==> src/rtl/uart_mmio_tx.sv <==
// MMIO-fed UART transmitter: bytes written by the memory stage are queued in a
// small FIFO and shifted out on tx as 8N1 frames, LSB first.
`timescale 1ns/1ps
module uart_mmio_tx #(
  parameter int CLKS_PER_BIT = 868,
  parameter int FIFO_DEPTH   = 16
) (
  input  logic                        clk,
  input  logic                        Rst,
  input  logic                        mmio_wea,
  input  logic [31:0]                 mmio_dat,
  output logic                        mmio_read,
  output logic                        tx,
  output logic                        tx_busy,
  output logic [$clog2(FIFO_DEPTH):0] fifo_count
);

  localparam int PW = $clog2(FIFO_DEPTH);
  localparam int CW = PW + 1;
  localparam int BW = $clog2(CLKS_PER_BIT);

  localparam logic [BW-1:0] BAUD_LOAD = BW'(CLKS_PER_BIT - 1);
  localparam logic [CW-1:0] DEPTH_C   = CW'(FIFO_DEPTH);

  typedef enum logic [1:0] {
    S_IDLE,
    S_START,
    S_DATA,
    S_STOP
  } state_t;

  state_t          r_state;
  logic [BW-1:0]   r_baud;
  logic [2:0]      r_bit_idx;
  logic [7:0]      r_shift;
  logic            r_tx;
  logic            r_busy;
  logic [CW-1:0]   r_count;
  logic [PW-1:0]   r_wr_ptr;
  logic [PW-1:0]   r_rd_ptr;
  logic [7:0]      r_mem [FIFO_DEPTH];

  state_t          w_state_next;
  logic [BW-1:0]   w_baud_next;
  logic [2:0]      w_bit_next;
  logic [7:0]      w_shift_next;
  logic            w_tx_next;
  logic [CW-1:0]   w_count_next;
  logic            w_full;
  logic            w_empty;
  logic            w_push;
  logic            w_pop;
  logic            w_baud_done;
  logic            w_unused_hi;

  assign w_full      = (r_count == DEPTH_C);
  assign w_empty     = (r_count == '0);
  assign w_push      = mmio_wea && !w_full;
  assign w_baud_done = (r_baud == '0);
  assign w_unused_hi = ^mmio_dat[31:8];

  assign mmio_read  = !w_full;
  assign tx         = r_tx;
  assign tx_busy    = r_busy;
  assign fifo_count = r_count;

  // NOTE: every signal assigned in always_comb gets a default first, so no path
  // leaves it unassigned and no latch is inferred.
  always_comb begin
    w_state_next = r_state;
    w_baud_next  = r_baud;
    w_bit_next   = r_bit_idx;
    w_shift_next = r_shift;
    w_pop        = 1'b0;

    case (r_state)
      S_IDLE: begin
        if (!w_empty) begin
          w_pop        = 1'b1;
          w_shift_next = r_mem[r_rd_ptr];
          w_baud_next  = BAUD_LOAD;
          w_state_next = S_START;
        end
      end
      S_START: begin
        if (w_baud_done) begin
          w_state_next = S_DATA;
          w_bit_next   = '0;
          w_baud_next  = BAUD_LOAD;
        end else begin
          w_baud_next  = r_baud - BW'(1);
        end
      end
      S_DATA: begin
        if (w_baud_done) begin
          w_baud_next = BAUD_LOAD;
          if (r_bit_idx == 3'd7) begin
            w_state_next = S_STOP;
          end else begin
            w_shift_next = {1'b0, r_shift[7:1]};
            w_bit_next   = r_bit_idx + 3'd1;
          end
        end else begin
          w_baud_next = r_baud - BW'(1);
        end
      end
      S_STOP: begin
        if (w_baud_done) begin
          // Chain straight into the next start bit when more data is waiting.
          if (!w_empty) begin
            w_pop        = 1'b1;
            w_shift_next = r_mem[r_rd_ptr];
            w_baud_next  = BAUD_LOAD;
            w_state_next = S_START;
          end else begin
            w_state_next = S_IDLE;
          end
        end else begin
          w_baud_next = r_baud - BW'(1);
        end
      end
      default: w_state_next = S_IDLE;
    endcase
  end

  // The line level is registered from the next state, so tx never glitches.
  always_comb begin
    w_tx_next = 1'b1;
    case (w_state_next)
      S_START: w_tx_next = 1'b0;
      S_DATA:  w_tx_next = w_shift_next[0];
      default: w_tx_next = 1'b1;
    endcase
  end

  always_comb begin
    w_count_next = r_count;
    case ({w_push, w_pop})
      2'b10:   w_count_next = r_count + CW'(1);
      2'b01:   w_count_next = r_count - CW'(1);
      default: w_count_next = r_count;
    endcase
  end

  // NOTE: sequential state uses non-blocking assignments so every register
  // samples the pre-edge values regardless of statement order.
  always_ff @(posedge clk) begin
    if (!Rst) begin
      r_state   <= S_IDLE;
      r_baud    <= '0;
      r_bit_idx <= '0;
      r_shift   <= '0;
      r_tx      <= 1'b1;
      r_busy    <= 1'b0;
      r_count   <= '0;
      r_wr_ptr  <= '0;
      r_rd_ptr  <= '0;
    end else begin
      r_state   <= w_state_next;
      r_baud    <= w_baud_next;
      r_bit_idx <= w_bit_next;
      r_shift   <= w_shift_next;
      r_tx      <= w_tx_next;
      r_busy    <= (w_state_next != S_IDLE) || (w_count_next != '0);
      r_count   <= w_count_next;
      if (w_push) r_wr_ptr <= r_wr_ptr + PW'(1);
      if (w_pop)  r_rd_ptr <= r_rd_ptr + PW'(1);
    end
  end

  // NOTE: the storage array has no reset; the pointers and count decide which
  // entries are meaningful, so stale contents are never observed.
  always_ff @(posedge clk) begin
    if (w_push) r_mem[r_wr_ptr] <= mmio_dat[7:0];
  end

endmodule

==> config.mk <==
export PLATFORM = sky130hd
export DESIGN_NAME = uart_mmio_tx
export DESIGN_NICKNAME = d
export VERILOG_FILES = /design/src/rtl/uart_mmio_tx.sv
export SDC_FILE = /design/constraint.sdc
export NUM_CORES = 1
export LEC_CHECK = 0
export CAP_MARGIN = 20
export CORE_ASPECT_RATIO = 1.1
export CORE_MARGIN = 5
export CORE_UTILIZATION = 50
export DETAILED_ROUTE_END_ITERATION = 6
export GPL_TIMING_DRIVEN = 0
export HOLD_SLACK_MARGIN = 0.06
export MAX_ROUTING_LAYER = met4
export PLACE_DENSITY = 0.8
export SYNTH_ARGS = -nofsm -noshare
export SYNTH_HDL_FRONTEND = slang
export SYNTH_SLANG_ARGS = --single-unit
==> constraint.sdc <==
create_clock -name clk -period 9.37 [get_ports clk]
set_clock_uncertainty 0.15 [all_clocks]
set_input_delay 1.4055 -clock clk [delete_from_list [all_inputs] [get_ports clk]]
set_output_delay 1.4055 -clock clk [all_outputs]
set_load 0.005 [all_outputs]
==> qor.yml <==
detailed_routing:
  drt-vias-per-instance: 5.966
  first_pass_iters: 4
  drt-total-wl_mm: 15.22
  drc: 0
  drt-initial-drc-count: 460
  num_vias: 4391
  ant_nets: 0
  routedWlPerCell_um: 20.68
synth:
  syn_area_mm2: 0.007357
  synthAdderAreaFrac_pct: 2.891
  netlist-cell-type-count: 61
  synthSimpleGateAreaFrac_pct: 8.282
  dominantRegCellSynth: "edfxtp_1"
  synth_top_family_by_area: "multiplexers"
  synth_area_leaders: "edfxtp_1 (52%), dfxtp_1 (11%), mux4_2 (10%)"
  synth_nets: 542
  seq_area_frac_synth_pct: 63.67
  synth_top_cell_by_area: "edfxtp_1"
  synth_compound_area_share_pct: 7.534
  ys_warn_count: 0
  synth_top_area_share_pct: 52.24
  synth_edf_count: 128
  muxShareOfSynthArea_pct: 13.50
  avgSynthCellArea_um2: 15.01
  syn_inst: 490
  ys_ff_latch: 170
  async_flop_share_pct: 0
  synth-xor-area-share_pct: 1.548
floorplan:
  io_pins: 43
  core_mm2: 0.01445
  rows: 46
  start_util_pct: 50.93
  die-area_mm2: 0.01724
  die_h_um: 137.2
  die-width_um: 125.7
power_and_ir_drop:
  ir_worst_vdd_uv: 186.1
  p_sw_uw: 754.9
  power.leakage_nw: 2.758
  clkPwrFrac_pct: 30.3
  pwr-share-seq_pct: 40.1
  switching_share_pct: 32.81
  powerDensity_mw_per_mm2: 273.8
  comb_power_share_pct: 29.6
  internal_power_mw: 1.546
  power.total_mw: 2.301
hold_path:
  hold_path_class: "reg2reg"
  min_from: "r_baud[7]$_SDFF_PN0_"
layout:
  drive_gt1_share_pct: 16.18
  finalNonFillerCells: 736
  antennaDiodeCount: 0
  areaGrowthSynthToFinish_pct: 14.23
  nNetsFinal: 583
clock_network:
  holdBufCountCts: 0
  ctsHtreeMaxLevel: 4
  cts_tree: "done"
  numCtsBuffers: 17
  clkTransAtPathRegs_ns: 0.07
  cts_resized: 0
  cts_setup_buffers: 0
  root_buffer: "clkbuf_16"
  clockBufferDepth: 2
  clk_latency_ns: 0.43
  cts.sinks: 170
setup_path:
  cp_cell_sequence: "clkdlybuf4s50_1 > a21boi_1 > inv_1 > ha_1 > clkbuf_1 > xor2_1 > ha_1 > a21oi_1 > xnor2_1 > a21boi_0 > nor4_1 > a41oi_1"
  cp-startpoint: "mmio_wea"
  crit_fanout: 9
  cpMaxStageDelayCell: "a21boi_1"
  cpPeakStageDelay_ns: 0.58
  end_kind: "register"
  crit_top_cell: "ha_1"
  timing.rr.start: "r_baud[0]$_SDFF_PN0_"
  required_ns: 9.52
  path_class: "in2reg"
  cp.arrival_ns: 4.31
  startpoint_type: "input pin"
placement:
  hpwl_mm: 10.05
  dp_cells: 704
  gp_congestion: 0.8657
  port_buffers: 18
sta:
  slew_headroom_pct: 32.23
  fmax_mhz: 240.3
  setup_viol: 0
  finalCritPeriodShare_pct: 44.41
  fin_crit_ns: 4.161
  rsz0062_at_grt: "false"
  tightestPinTransition_ns: 1.013
  setup_tns_ns: 0
  hold_viol: 0
  maxSlewViolCount: 0
grt:
  grt.overflow.total: 0
  grt_use_total_pct: 19.38
  antenna_found_initial: 0
  grt_pass1_wl_mm: 24.36
  grt_pass1_vias: 4451
  grt_max_degree: 19
job:
  drv_cap: 0
run_status:
  status: "complete, no violations"
==> worst max-delay path, delay by kind of cell <==
family	cells	cell delay, ns
AO/OA/AOI/OAI	4	1.00
buffers and inverters	3	0.79
adder cells (fa/ha/maj)	2	0.47
XOR/XNOR	2	0.33
AND/OR/NAND/NOR	1	0.30
==> metrics by stage <==
step	setup slack, ns	utilization [%]	hold slack, ns	cell area [um^2]
2_1_floorplan	5.610	-	0.3018	7357
3_3_place_gp	4.857	53.84	0.3195	7777
3_5_place_dp	4.764	54.04	0.3157	7807
4_1_cts	5.210	58.18	0.3448	8404
5_1_grt	4.923	58.18	0.3608	8404
6_report	5.209	58.18	0.3467	8404
==> cell type report <==
cell class | instances | area (um^2)
fill | 1101 | 6042
clock buffer | 17 | 425.4
sequential | 170 | 4684
multi-input combinational | 276 | 2484
tap | 192 | 240.2
buffer | 29 | 132.6
timing repair buffer | 22 | 210.2
clock inverter | 15 | 171.4
inverter | 15 | 56.30
==> Yosys cell counts (all sizes together), types with 8 or more instances <==
master,number
mux4,33
clkbuf,17
o21ai,15
dfxtp,42
inv,14
buf,12
a21oi,16
edfxtp,128
nand2,9
nor4,8
nor3,10
mux2i,25
ha,17
nor2,44
==> logic make-up after synthesis <==
kind of cell | count (synthesis)
XOR/XNOR | 13
adder cells (fa/ha/maj) | 17
multiplexers | 58
flip-flops | 170
buffers and inverters | 44
AND/OR/NAND/NOR | 111
AO/OA/AOI/OAI | 77
==> power groups by stage <==
| stage | logic (mW) | clock network, mW | registers, mW |
|---|---|---|---|
| after floorplan | 0.500 | 0 | 0.927 |
| after global placement | 0.647 | 0 | 0.933 |
| after detailed placement | 0.674 | 0 | 0.938 |
| after CTS | 0.680 | 0.706 | 0.923 |
| after global routing | 0.746 | 0.747 | 0.931 |
| final | 0.680 | 0.698 | 0.923 |
==> state kept, by name, indices dropped and copies added (netlist names), named ones only <==
register / flops
tx_busy: 1
r_shift: 8
tx: 1
r_state: 2
r_baud: 10
r_wr_ptr: 4
fifo_count: 5
r_rd_ptr: 4
r_bit_idx: 3
r_mem: 128
==> routing by layer <==
| layer | share of wire, % | vias to the layer above | GRT usage (%) |
|---|---|---|---|
| li1 | - | 2007 | - |
| met5 | 0 | - | - |
| met4 | 2.1 | 0 | 6.566 |
| met3 | 5.0 | 25 | 4.498 |
| met1 | 41 | 2222 | 23.15 |
| met2 | 52 | 137 | 32.82 |
==> worst paths after layout <==
check / endpoint / slack [ns] / depth (start not counted)
setup reg to reg: tx_busy$_SDFF_PN0_ / 5.36 / 14
hold reg to reg: r_baud[7]$_SDFF_PN0_ / 0.35 / 1
hold / removal: r_baud[7]$_SDFF_PN0_ / 0.35 / 1
setup / recovery: tx_busy$_SDFF_PN0_ / 5.21 / 12
==> cell usage in the layout (no fill, tap or decap), types with 4 or more instances in the layout <==
cell type        instances
edfxtp_1               128
nor2_1                  44
dfxtp_1                 42
mux4_2                  33
mux2i_1                 25
clkdlybuf4s50_1         18
clkbuf_1                17
ha_1                    17
clkbuf_16               17
a21oi_1                 16
o21ai_0                 15
inv_1                   14
nand2_1                  9
nor3_1                   9
and3_1                   7
xnor2_1                  7
inv_6                    7
xor2_1                   6
a221o_1                  6
a211oi_1                 6
buf_4                    5
nand2b_1                 5
buf_1                    5
nor4_1                   5
buf_2                    4
a31oi_1                  4
a22oi_1                  4
Note: power is estimated with default switching activity, not from simulation.
==> patch (config.mk and constraints unchanged) <==
Encoding of `state_t`: now one-hot (4 bits for 4 states).
--- a/src/rtl/uart_mmio_tx.sv
+++ b/src/rtl/uart_mmio_tx.sv
@@ -23,9 +23,9 @@
   localparam logic [CW-1:0] DEPTH_C   = CW'(FIFO_DEPTH);
 
-  typedef enum logic [1:0] {
-    S_IDLE,
-    S_START,
-    S_DATA,
-    S_STOP
+  typedef enum logic [3:0] {
+    S_IDLE  = 4'b0001,
+    S_START = 4'b0010,
+    S_DATA  = 4'b0100,
+    S_STOP  = 4'b1000
   } state_t;
 
Formal check against the unedited RTL: same outputs for any inputs over 10 cycles, from zero or initial values and one cycle with Rst low; not proved beyond that.
==> patch against the original RTL <==
- critical path depth increased by 2
- power about the same
- setup slack improved by 0.28 ns
- first-iteration DRC count is 0.65% higher
- synthesized area shrank 2.4%
- wire length shrank 4.6%
- sequential power up 0.5%
- sequential cell count grew 2
- design area decreased by 2.2%
- critical path type is now reg2reg
==> patch: results (changes against the original RTL) <==
* Synth top area share at 0.535 (+0.0127)
* Worst-margin pin slew at 0.930 ns (-0.0831 ns)
* Syn_nets at 527 (-2.8%)
* Net switching power at 0.708 mW (-6.2%)
* Main area contributors after synthesis: edfxtp_1 (54%), mux4_2 (13%), dfxtp_1 (12%), nor2_1 (2.7%), ha_1 (1.9%)
* Clock power frac at 0.309 (+0.006)
* Port-buffer cells at 18 (unchanged)
* Leak at 2.64 nW (-4.2%)
* Fraction of layout instances using a drive strength above 1 at 0.155 (-0.00662)
* Yosys cell types at 47 (-23%)
* Initial antenna violation count at 0 (unchanged)
* Top flop regs: r_mem: 128 flops, r_baud: 10 flops, r_shift: 8 flops
* Most common library cells after synthesis: edfxtp_1 (128), nor2_1 (51), dfxtp_1 (44)
* Worst skew pair latency at 0.42 ns
* Sequential area share after synthesis at 0.658 (+0.0211)
* Post-CTS sizing at 0 (unchanged)
* Placed cell areas at 7620 sq um (-2.3%)
* Synth Warn # at 0 (unchanged)
* Num CTS Buffers at 17 (unchanged)
* Final RePlAce weighted congestion at 0.822 (-5.0%)
* Top-count cell post-synth: edfxtp_1
* Post-DP HPWL at 9790 microns (-2.6%)
* First-pass GRT wire length at 23300 microns (-4.5%)
* Vias in the first global route at 4352 (-2.2%)
* Hold/Removal Path Class: reg2reg
* Total Wirelength at 14500 microns (-4.6%)
* Worst vdd ir at 0.000181 V (-2.5%)
* ANT cells at 0 (unchanged)
* DRT Pass-1 Iters at 6 (+2)
* Initial DRC Count at 463 (+0.65%)
* Crit path DAT at 4.02 ns (-0.29 ns)
* Max clock buf depth at 2 (unchanged)
* Largest net degree at the start of global routing at 17 (-2)
* Final nets at 568 (-2.6%)
* Async S/R FF share, synth at 0 (unchanged)
* Worst-path maximum fanout at 10 (+1)
* Post-synth EDFFs at 128 (unchanged)
* CTS clock-pin slew for the worst setup and hold paths at 0.07 ns (about the same)
* Status: finished clean
* Clk Tree Root Cell: clkbuf_16
* Gr usage total at 0.187 (-0.00728)
* Via count at 4255 (-3.1%)
* Setup bufs post-CTS at 0 (unchanged)
* CTS HTree Levels at 4 (unchanged)
patch: cell count changes in the layout (fill, tap and decap cells not counted), sizes merged, moves of 7 or more:
cell	change
mux2i	-20
nand2	+19
inv	-13
a21oi	+12
buf	-8
a22oi	+7
and3	-7
mux4	+7
nor2	+7
patch: metrics by stage:
step	total power, mW	util	std cells	worst slack, ns	hold slack (ns)
final	2.30	0.576	727	5.49	0.318
after global routing	2.42	0.576	727	5.25	0.331
after CTS	2.31	0.576	727	5.49	0.318
after detailed placement	1.60	0.534	695	5.18	0.308
after global placement	1.56	0.533	691	5.00	0.294
after floorplan	1.42	-	481	5.97	0.287
patch: final timing paths:
check,slack (ns),cells past startpoint,to,from
worst max-delay path,5.49,14,tx_busy$_SDFF_PN0_,r_baud[0]$_SDFFE_PN0P_
worst min-delay path,0.32,2,r_shift[4]$_SDFFE_PN0P_,r_shift[5]$_SDFFE_PN0P_
worst max register to register,5.49,14,tx_busy$_SDFF_PN0_,r_baud[0]$_SDFFE_PN0P_
worst min register to register,0.32,2,r_shift[4]$_SDFFE_PN0P_,r_shift[5]$_SDFFE_PN0P_
patch: logic make-up after synthesis:
family                   synth area share
flip-flops                          0.658
buffers and inverters              0.0178
AO/OA/AOI/OAI                      0.0667
multiplexers                        0.132
adder cells (fa/ha/maj)            0.0192
XOR/XNOR                           0.0134
AND/OR/NAND/NOR                    0.0927
patch: cell type report:
| cell class | instances | area (sq um) |
|---|---|---|
| Fill cell | 1153 | 6050 |
| Sequential cell | 172 | 4720 |
| Multi-Input combinational cell | 275 | 2330 |
| Clock buffer | 19 | 433 |
| Tap cell | 192 | 240 |
| Timing Repair Buffer | 22 | 203 |
| Clock inverter | 13 | 165 |
| Buffer | 25 | 93.8 |
| Inverter | 9 | 33.8 |
patch: power groups by stage:
stage               logic [mW]  clock network, mW  registers (mW)
floorplan                0.490                  0           0.931
global placement         0.620                  0           0.936
detailed placement       0.658                  0           0.943
CTS                      0.661              0.722           0.927
global route             0.728              0.757           0.936
finish                   0.661              0.711           0.928
patch: worst max-delay path, cell delays in order, from the launching register on:
cell	delay, ns
dfxtp_1	0.33
inv_1	0.09
ha_1	0.16
or4b_4	0.50
or4_4	0.57
nand2_1	0.11
nand2_1	0.11
inv_1	0.13
clkbuf_1	0.39
ha_1	0.36
and4b_1	0.22
a21oi_1	0.12
a31oi_1	0.13
xnor2_1	0.25
a41oi_2	0.14
patch: routing by layer:
metal	share of wire	vias to the layer above	GRT usage
met5	0	-	-
met4	0.013	0	0.0530
met3	0.054	20	0.0446
met2	0.54	161	0.326
met1	0.39	2131	0.217
li1	-	1943	-
